$ cat config.mk
export PLATFORM = sky130hd
export DESIGN_NAME = bank_timing_tracker
export DESIGN_NICKNAME = d
export VERILOG_FILES = /design/src/rtl/bank_timing_pkg.sv /design/src/rtl/bank_timing_slot.sv /design/src/rtl/bank_timing_tracker.sv
export SDC_FILE = /design/constraint.sdc
export NUM_CORES = 1
export LEC_CHECK = 0
export ABC_AREA = 0
export CAP_MARGIN = 10
export CORE_MARGIN = 2
export CORE_UTILIZATION = 60
export DETAILED_ROUTE_END_ITERATION = 10
export HOLD_SLACK_MARGIN = 0.15
export PLACE_DENSITY = 0.85
export SYNTH_ARGS = -nofsm -noshare
export SYNTH_HDL_FRONTEND = slang
export SYNTH_SLANG_ARGS = --single-unit
$ cat constraint.sdc
create_clock -name clk -period 6.45 [get_ports clk]
set_input_delay 0.645 -clock clk [delete_from_list [all_inputs] [get_ports clk]]
set_output_delay 0.645 -clock clk [all_outputs]
set_load 0.01 [all_outputs]
$ cat src/rtl/bank_timing_pkg.sv
// Shared types and helpers for the per-bank auto-precharge / refresh window tracker.
package bank_timing_pkg;

  typedef enum logic [1:0] {
    RDAP = 2'd0,
    WRAP = 2'd1,
    PRE  = 2'd2,
    REF  = 2'd3
  } apMode_t;

  typedef enum logic [1:0] {
    IDLE     = 2'd0,
    PENDING  = 2'd1,
    COUNTING = 2'd2
  } bankState_t;

  // Counter width able to hold the longest window length.
  function automatic int unsigned cwFor(input int unsigned trp, input int unsigned twr,
                                        input int unsigned trtp, input int unsigned trfc);
    int unsigned m;
    m = trtp + trp;
    if (twr + trp > m) m = twr + trp;
    if (trp > m) m = trp;
    if (trfc > m) m = trfc;
    return $clog2(m + 1);
  endfunction

  // Counter load value (window length minus one) for a given mode.
  function automatic int unsigned loadFor(input apMode_t mode, input int unsigned trp,
                                          input int unsigned twr, input int unsigned trtp,
                                          input int unsigned trfc);
    int unsigned t;
    case (mode)
      RDAP:    t = trtp + trp;
      WRAP:    t = twr + trp;
      PRE:     t = trp;
      default: t = trfc;
    endcase
    return t - 1;
  endfunction

endpackage

$ cat src/rtl/bank_timing_slot.sv
// One bank's window FSM (IDLE -> PENDING -> COUNTING) plus its down-counter.
// BANK_TIMING_ERRCHK_EN adds an assertion that the counter is zero in IDLE.
module bank_timing_slot
  import bank_timing_pkg::*;
#(
  parameter int unsigned tRP  = 16,
  parameter int unsigned tWR  = 18,
  parameter int unsigned tRTP = 8,
  parameter int unsigned tRFC = 260
) (
  input  logic    clk,
  input  logic    rst,
  input  logic    setup_req,
  input  logic    rank_ok,
  input  apMode_t setup_mode,
  input  logic    ack_req,
  input  logic    ack_ref,
  output logic    busy,
  output logic    done,
  output logic    setup_err,
  output logic    ack_match
);

  localparam int unsigned CW = cwFor(tRP, tWR, tRTP, tRFC);

  bankState_t    state;
  bankState_t    state_nxt;
  apMode_t       mode;
  logic [CW-1:0] cnt;
  logic          setup_take;

  // State register.
  always_ff @(posedge clk or negedge rst) begin
    if (!rst) state <= IDLE;
    else      state <= state_nxt;
  end

  // Next-state logic.
  always_comb begin
    state_nxt = state;
    case (state)
      IDLE:     if (setup_take) state_nxt = PENDING;
      PENDING:  if (ack_match) state_nxt = COUNTING;
      COUNTING: if (cnt == '0) state_nxt = IDLE;
      default:  state_nxt = IDLE;
    endcase
  end

  // Output and hit decode against the pre-edge state.
  always_comb begin
    busy       = (state != IDLE);
    setup_take = setup_req && rank_ok && (state == IDLE);
    setup_err  = setup_req && (state != IDLE);
    ack_match  = ack_req && (state == PENDING) && ((mode == REF) == ack_ref);
  end

  // Mode captured at reservation time.
  always_ff @(posedge clk or negedge rst) begin
    if (!rst)            mode <= RDAP;
    else if (setup_take) mode <= setup_mode;
  end

  // Down-counter: loaded on acknowledge, saturates at zero.
  always_ff @(posedge clk or negedge rst) begin
    if (!rst)
      cnt <= '0;
    else if (ack_match)
      cnt <= CW'(loadFor(mode, tRP, tWR, tRTP, tRFC));
    else if (state == COUNTING && cnt != '0)
      cnt <= cnt - CW'(1);
  end

  // Done pulse lands on the first cycle back in IDLE.
  always_ff @(posedge clk or negedge rst) begin
    if (!rst) done <= 1'b0;
    else      done <= (state == COUNTING) && (cnt == '0);
  end

`ifdef BANK_TIMING_ERRCHK_EN
  idle_cnt_zero: assert property (@(posedge clk) disable iff (!rst)
                                  !(state == IDLE && cnt != '0));
`endif

endmodule

$ cat src/rtl/bank_timing_tracker.sv
// Multi-rank per-bank timing window tracker (RDAP/WRAP/PRE/REF).
// Decodes setup/acknowledge hits per slot; BANK_TIMING_ERRCHK_EN enables
// setupErr/ackErr generation and slot assertions (otherwise both are tied low).
module bank_timing_tracker
  import bank_timing_pkg::*;
#(
  parameter int unsigned NUMRANK      = 2,
  parameter int unsigned NUMBANK      = 4,
  parameter int unsigned NUMBANKGROUP = 4,
  parameter int unsigned TOTALBANKS   = NUMBANK * NUMBANKGROUP,
  parameter int unsigned tRP          = 16,
  parameter int unsigned tWR          = 18,
  parameter int unsigned tRTP         = 8,
  parameter int unsigned tRFC         = 260
) (
  input  logic                             clk,
  input  logic                             rst,
  input  logic                             setupValid,
  input  logic [1:0]                       setupMode,
  input  logic [$clog2(NUMRANK)-1:0]       setupRank,
  input  logic [$clog2(TOTALBANKS)-1:0]    setupBank,
  input  logic                             ackValid,
  input  logic                             ackRef,
  input  logic [$clog2(NUMRANK)-1:0]       ackRank,
  input  logic [$clog2(TOTALBANKS)-1:0]    ackBank,
  output logic [NUMRANK*TOTALBANKS-1:0]    bankBusy,
  output logic [NUMRANK*TOTALBANKS-1:0]    bankDone,
  output logic                             setupErr,
  output logic                             ackErr
);

  localparam int unsigned NSLOT = NUMRANK * TOTALBANKS;
  localparam int unsigned RW    = $clog2(NUMRANK);
  localparam int unsigned BW    = $clog2(TOTALBANKS);

  apMode_t          setup_mode;
  logic [NSLOT-1:0] setup_req;
  logic [NSLOT-1:0] ack_req;
  logic [NSLOT-1:0] ack_match;
  logic [NSLOT-1:0] setup_err_vec;
  logic [NUMRANK-1:0] rank_idle;
  logic             rank_ok;

  // Per-slot hit decode; REF setup is gated on the whole rank being idle.
  always_comb begin
    setup_mode = apMode_t'(setupMode);
    setup_req  = '0;
    ack_req    = '0;
    rank_idle  = '1;
    for (int unsigned r = 0; r < NUMRANK; r++) begin
      for (int unsigned b = 0; b < TOTALBANKS; b++) begin
        if (bankBusy[r*TOTALBANKS+b]) rank_idle[r] = 1'b0;
        setup_req[r*TOTALBANKS+b] = setupValid && (setupRank == RW'(r)) &&
                                    ((setup_mode == REF) || (setupBank == BW'(b)));
        ack_req[r*TOTALBANKS+b]   = ackValid && (ackRank == RW'(r)) &&
                                    (ackRef || (ackBank == BW'(b)));
      end
    end
    rank_ok = (setup_mode != REF) || rank_idle[setupRank];
  end

  for (genvar i = 0; i < NSLOT; i++) begin : g_slot
    bank_timing_slot #(
      .tRP  (tRP),
      .tWR  (tWR),
      .tRTP (tRTP),
      .tRFC (tRFC)
    ) u_slot (
      .clk        (clk),
      .rst        (rst),
      .setup_req  (setup_req[i]),
      .rank_ok    (rank_ok),
      .setup_mode (setup_mode),
      .ack_req    (ack_req[i]),
      .ack_ref    (ackRef),
      .busy       (bankBusy[i]),
      .done       (bankDone[i]),
      .setup_err  (setup_err_vec[i]),
      .ack_match  (ack_match[i])
    );
  end

`ifdef BANK_TIMING_ERRCHK_EN
  // Registered error pulses; an acknowledge is illegal when no slot accepts it.
  always_ff @(posedge clk or negedge rst) begin
    if (!rst) begin
      setupErr <= 1'b0;
      ackErr   <= 1'b0;
    end else begin
      setupErr <= |setup_err_vec;
      ackErr   <= ackValid && !(|ack_match);
    end
  end
`else
  logic err_unused;

  // Error reporting disabled; illegal events are still ignored by the slots.
  always_comb begin
    setupErr   = 1'b0;
    ackErr     = 1'b0;
    err_unused = ^{setup_err_vec, ack_match};
  end
`endif

endmodule

==> After elaboration in Yosys (flattened, before gate mapping) <==
Index checks and enable logic that the tools add are counted.
{ "word_totals": {"wordCells": 1324, "reg_bits": 448, "mem_bits_ro": 0, "mem_bits_rw": 0, "latch_bits": 0, "out_inout_bits": 66, "mem_count": 0, "inputBits": 17} }
{ "op_classes": {"order_cmp": 1, "reduce_logical": 519, "div_mod_pow": 0, "addsub": 64, "bitwise": 2, "muxes": 290, "n_mul": 0, "shift": 0, "n_eq_ne": 320} }
{ "op_table": {"columns": ["op", "count"], "rows": [
  ["$mux 9", 96],
  ["$pmux 9 s3", 32],
  ["$sub 9x1->9 const B", 64],
  ["$logic_not 9->1", 32],
  ["$reduce_bool 9->1", 32],
  ["$logic_and 1x1->1", 260],
  ["$eq 2x2->1 const B", 97],
  ["$mux 2", 96],
  ["$pmux 2 s3", 32],
  ["$eq 2x1->1 const B", 64],
  ["$logic_not 2->1", 64],
  ["$ne 2x1->1 const B", 64],
  ["$reduce_bool 2->1", 64],
  ["$reduce_and 3->1", 32],
  ["$ne 2x2->1 const B", 33],
  ["$eq 4x4->1 const B", 16],
  ["$mux 1", 34],
  ["$logic_or 1x1->1", 33],
  ["$eq 1x1->1", 32],
  ["$eq 4x3->1 const B", 8],
  ["$eq 4x2->1 const B", 4],
  ["$eq 4x1->1 const B", 2],
  ["$logic_not 4->1", 2],
  ["$lt 1x2->1 const B", 1],
  ["$not 1->1", 2]
]} }

==> Longest topological paths before layout <==
{ "depth": {"word_depth": 24, "mapped_depth": 17, "mapped_depth_nobuf": 11} }

==> Cells and area by module <==
From an unflattened synthesis, not the netlist that was laid out.
{ "unflattened": {"cells_unflattened": 2676, "hier_area_um2": 24693.7} }
{ "modules_own_cells": {"columns": ["mod", "seq_area_each_um2", "area_per_inst_um2", "n_inst", "cells_each"], "rows": [
  ["bank_timing_slot at g_slot[0].u_slot ...", 350.3, 738.2, 28, 78],
  ["bank_timing_slot at g_slot[7].u_slot ...", 350.3, 863.3, 2, 93],
  ["bank_timing_slot at g_slot[9].u_slot", 350.3, 823.3, 1, 87],
  ["bank_timing_slot at g_slot[6].u_slot", 350.3, 822.0, 1, 80],
  ["bank_timing_tracker", 0.0, 651.9, 1, 139]
]} }

==> Least setup slack after synthesis <==
Ideal clock, no wire load.
{ "synth_timing": {"kind": "input to register", "start": "input port ackRef", "end": "register g_slot[31].u_slot.cnt[8]", "setup_ps": 83, "arrival_ps": 3877, "path_buffers": 9, "slack_ps": 2490, "required_ps": 6367, "stages": 17, "path_cell_list": "buf_2 -> buf_2 -> buf_2 -> buf_2 -> buf_2 -> buf_1 -> buf_2 -> buf_1 -> buf_2 -> a21oi_1 -> o21ai_0 -> ha_1 -> nand3_1 -> a2111oi_0 -> nand2_1 -> xor2_1 -> o21ai_0"} }
{ "synth_between": {"elab_chain_cells": 5, "word_cells_on_any_way": 7, "classes_between": "1 x eq/ne; 1 x mux; 5 x reduce/logical"} }
{ "synth_lines": {"columns": ["item", "line", "rtl"], "rows": [
  ["start: declaration", "bank_timing_tracker.sv:23", "input logic ackRef,"],
  ["$logic_or 1x1->1", "bank_timing_tracker.sv:56", "(ackRef || (ackBank == BW'(b)));"],
  ["$logic_and 1x1->1", "bank_timing_tracker.sv:55", "ack_req[r*TOTALBANKS+b] = ackValid && (ackRank == RW'(r)) &&"],
  ["$logic_and 1x1->1", "bank_timing_slot.sv:54", "ack_match = ack_req && (state == PENDING) && ((mode == REF) == ack_ref);"],
  ["$logic_and 1x1->1 (*)", "bank_timing_slot.sv:54", null],
  ["$mux 9 or $reduce_bool 2->1 (tied branches)", null, null],
  ["end signal: assignment", "bank_timing_slot.sv:68", "cnt <= CW'(loadFor(mode, tRP, tWR, tRTP, tRFC));"],
  ["end signal: assignment", "bank_timing_slot.sv:70", "cnt <= cnt - CW'(1);"],
  ["end: declaration", "bank_timing_slot.sv:29", "logic [CW-1:0] cnt;"]
]} }
Every way passes the cells marked *; elsewhere a longest branch is shown, timed or not.
A chain may end at the register's enable or synchronous reset.

==> Worst setup path in the final report <==
{ "layout_timing": {"start": "input port ackBank[1]", "end": "register g_slot[26].u_slot.cnt[8]"} }
{ "layout_between": {"elab_chain_cells": 6, "word_cells_on_any_way": 7, "classes_between": "1 x eq/ne; 1 x mux; 5 x reduce/logical"} }
{ "layout_lines": {"columns": ["item", "line", "rtl"], "rows": [
  ["start: declaration", "bank_timing_tracker.sv:25", "input logic [$clog2(TOTALBANKS)-1:0] ackBank,"],
  ["$eq 4x4->1 (*)", "bank_timing_tracker.sv:56", null],
  ["$logic_or 1x1->1 (*)", "bank_timing_tracker.sv:56", null],
  ["$logic_and 1x1->1 (*)", "bank_timing_tracker.sv:55", null],
  ["$logic_and 1x1->1 (*) (2 in a row)", "bank_timing_slot.sv:54", null],
  ["$mux 9 or $reduce_bool 2->1 (tied branches)", null, null],
  ["end signal: assignment", "bank_timing_slot.sv:68", null],
  ["end signal: assignment", "bank_timing_slot.sv:70", null],
  ["end: declaration", "bank_timing_slot.sv:29", null]
]} }
Marked as above.

==> results <==
- The run finished with clean final reports.
- The worst-case clock buffer depth is 3.
- By count the netlist is led by 448 x sky130_fd_sc_hd__dfrtp_1, 301 x sky130_fd_sc_hd__nor2_1, 295 x sky130_fd_sc_hd__nand2_1, 236 x sky130_fd_sc_hd__a21oi_1, 192 x sky130_fd_sc_hd__o21ai_0.
- The H-tree depth is 2.
- The number of flops mapped to enable cells by yosys is 0.
- The slack of the worst reg-to-reg path is 2.87 ns.
- The reg-to-reg critical path startpoint is g_slot[5].u_slot.state[0]$_DFFE_PN0P_.
- The number of clock buffers added by TritonCTS is 50.
- The residual antenna-violating net count after detailed routing is 0.
- At the worst endpoint, the arrival time is 4.55 ns.
- Timing analysis after detailed placement gives a worst setup slack of 1.90 ns.
- The wire length of the first global-routing pass is 125000 um.
- Grouping stages by cell kind, the critical path spends the most delay in simple AND/OR/NAND/NOR gates.
- Setup total negative slack on the finished layout was measured at 0 ns.
- The hold slack is 0.0886 ns.
- Traced cell by cell, the critical path runs through clkdlybuf4s50_1, buf_16, nor3b_2, a31oi_1, nand2b_1, nand2_1, ha_1, o211ai_1, nor4_1, and4b_1, nor3_1.
- The worst vdd rail ir drop is 0.277 mV.
- Tracing the worst setup path back leads to its startpoint at ackBank[1].
- The number of logic stages on the critical path including buffering is 11.
- The setup skew after layout is 0.0189 ns.
- The worst hold path class is input port to asynchronous set/reset pin.
- The number of cells on the worst reg-to-reg path is 7.
- The clock tree from TritonCTS is yes.
- The via count of the first global-routing pass came to 24300.
- The residual overflow from global routing is 0.
- The final routed wirelength across all metal layers is 76500 um.
- The top cell type by total area after synthesis is sky130_fd_sc_hd__dfrtp_1.
- In this run the post-CTS setup repair buffer count came out at 0.
- The die boundary width is 222 um.
- In this run the worst setup path terminates at g_slot[26].u_slot.cnt[8]$_DFFE_PN0P_.
- The setup slack after layout is 2.38 ns.
- The primary flip-flop cell chosen by synthesis mapping is sky130_fd_sc_hd__dfrtp_1.
- The share of layout cells above drive strength 1 is 8.35%.
- The starting utilization of the core area is 61.1%.
- The reported leakage power is 12.4 nW.
- The count of pins over their slew limit was 0.
- Synthesis inferred 448 register bits.
- The total via count after detailed routing is 25700.
- The sequential cell area in the final layout is 11200 um^2.
- The DRC violation count after routing is 0.
- The count of synthesis-stage warnings from yosys is 0.
- The ratio of routed vias to standard cells is 6.66.
- The hold buffer count at CTS is 0.
- The count of endpoints failing setup in the final report is 0.
- The insertion delay of the later-clocked pin in the worst-skew pair is 0.60 ns.
- The cell at the slowest stage of the critical path is sky130_fd_sc_hd__clkdlybuf4s50_1.
- The maximum number of pins on one net before global-route repair is 160.
- The number of antenna violations at the first check in global routing is 2.
- The initial DRC count is 2853.
- The filler cells instantiated in the layout total 3650.
- The final count of hold timing violations is 0.
- The sum of net half-perimeters after detailed placement is 51700 um.
- The kind of end point of the critical path is a flop.
- Along the worst path, the maximum fanout reaches 17.
- STA puts the critical path data required time at 6.93 ns.
- After clock tree synthesis, the repair step resized 0 gates.
- The sequential element share of the synthesized area is 39.3%.
- Across every metal layer, demand over resource in global routing totals 30.6%.
- For this design the ratio of total power to cell area is 438 nW/um^2.
- Together, buffers and inverters on the worst path number 2.
- The wire length per cell is 19.8 um.
- The clock transition at the registers of the reported paths is 0.06 ns.
- Routability-driven placement finished with a final weighted congestion of 0.932.
- The mapped netlist covers 28500 um^2.
- Subtracting the final worst setup slack from the clock period gives 4.07 ns.
- The transition time at the pin with the least slew margin is 1.10 ns.
- On the worst path, the slowest cell contributes a delay of 0.96 ns.
- From synthesis to final layout, the design area changed by 7.85%.
- The synthesized design devotes to its leading area cell type 39.3% of total area.
- The clock tree root driver cell is sky130_fd_sc_hd__clkbuf_16.
- After floorplanning, the core was sized to cover 46800 um^2.
- Max-cap violations in this run came to 0.
- The per-instance average area after synthesis is 8.72 um^2.
- Headroom to the max-slew limit came out at 25.5%.
- The clock sink count is 448.
- The capture instance of the worst register-to-register path is g_slot[9].u_slot.mode[1]$_DFFE_PN0P_.
- Based on the critical path, the design can be clocked at up to 246 MHz.
- In the post-synthesis netlist, the cell with the most instances is sky130_fd_sc_hd__dfrtp_1.
- The startpoint class of the critical path is an input port.
- The total power after layout is 13.5 mW.
- In the finished design, the share of the clock period the worst path needs comes to 63.1%.
- Pin placement for this block handled 83 I/O pins.
- The critical path is of the input port to flop type.
- Sorting the synthesized cells by area gives the leading types as sky130_fd_sc_hd__dfrtp_1 39%, sky130_fd_sc_hd__a21oi_1 4.1%, sky130_fd_sc_hd__nor2_1 4.0%.
- In the synthesized netlist, the number of instances is 3274.
- In the final layout, the multi-input gates occupy 15900 um^2.
- The vertical extent of the die is 222 um.
- The first TritonRoute pass finished after 7 iterations.
- Counting flops with an async set or reset pin after synthesis yields a share of 100%.
- The floorplan has 79 rows.
- Setup repair after global routing left no endpoint under its margin.
- The total die area is 49300 um^2.
- Input and output buffers added on the ports amount to 80.
- The distinct cell type count after synthesis is 94.
- The final layout contains 3258 nets.
-- metrics by stage --
| step | util (%) | std cells | cell area, um^2 |
|---|---|---|---|
| global placement | 62.4 | 3762 | 29200 |
| detailed placement | 62.4 | 3763 | 29200 |
| global route | 65.8 | 3854 | 30800 |
| floorplan | - | 3275 | 28500 |
| finish | 65.8 | 3856 | 30800 |
| CTS | 65.8 | 3853 | 30800 |
-- cells by family after synthesis --
family	share of synthesized area [%]
buf+inv	5.13
flops	39.3
fa+ha+maj	1.40
compound gates	18.4
mux	3.79
simple gates	25.9
other cells	0.0131
xor+xnor	6.14
-- worst min path at each step --
| stage | start | end | depth (start not counted) |
|---|---|---|---|
| after floorplan | rst | g_slot[0].u_slot.cnt[0]$_DFFE_PN0P_ | 0 |
| after global placement | g_slot[15].u_slot.cnt[8]$_DFFE_PN0P_ | g_slot[15].u_slot.cnt[8]$_DFFE_PN0P_ | 1 |
| after detailed placement | g_slot[14].u_slot.state[1]$_DFFE_PN0P_ | g_slot[14].u_slot.state[0]$_DFFE_PN0P_ | 1 |
| after CTS | rst | g_slot[28].u_slot.cnt[6]$_DFFE_PN0P_ | 1 |
| after global routing | rst | g_slot[28].u_slot.cnt[6]$_DFFE_PN0P_ | 1 |
| final | rst | g_slot[28].u_slot.cnt[7]$_DFFE_PN0P_ | 1 |
-- per-layer routing --
metal	vias up	global-route usage [%]	wire length, um	part of all wire, %
met5	-	0	28	0.037
met4	2	11.7	2800	3.7
met3	217	5.38	6210	8.1
met2	1185	49.5	35500	46
met1	12400	41.2	32000	42
li1	11900	-	-	-
-- placed cells by master, fill, tap and decap left out, drive strengths merged, types with 34 or more instances in the layout --
cell / count
clkdlybuf4s50: 74
inv: 87
nand3: 102
nor3b: 34
nand2: 295
o211ai: 34
nand2b: 40
xor2: 88
xnor2: 112
dfrtp: 448
clkbuf: 72
nor2: 301
a31oi: 36
a211oi: 36
or3: 54
mux2: 72
nor4: 93
nor3: 122
o21ai: 197
or2: 50
a21oi: 236
-- sequential cells by signal, indices dropped and copies added, names as in the netlist --
| name | count |
|---|---|
| g_slot.u_slot.done | 32 |
| g_slot.u_slot.cnt | 288 |
| g_slot.u_slot.mode | 64 |
| g_slot.u_slot.state | 64 |
-- area by class of cell --
class / instances / area share, %
antenna: 2 / 0.0163
clock buffer: 72 / 4.83
clock inverter: 18 / 0.333
inverter: 87 / 1.06
multi-input combinational: 2520 / 51.6
sequential: 448 / 36.4
tap: 607 / 2.47
timing repair buffer: 102 / 3.28
-- power breakdown --
group	leakage [nW]	internal [mW]	switching [mW]	total (mW)
Combinational	6.02	2.36	2.85	5.21
Sequential	5.56	3.92	1.57	5.49
Clock	0.781	1.60	1.19	2.79
Total	12.4	7.87	5.62	13.5
(Power assumes the default switching activity.)
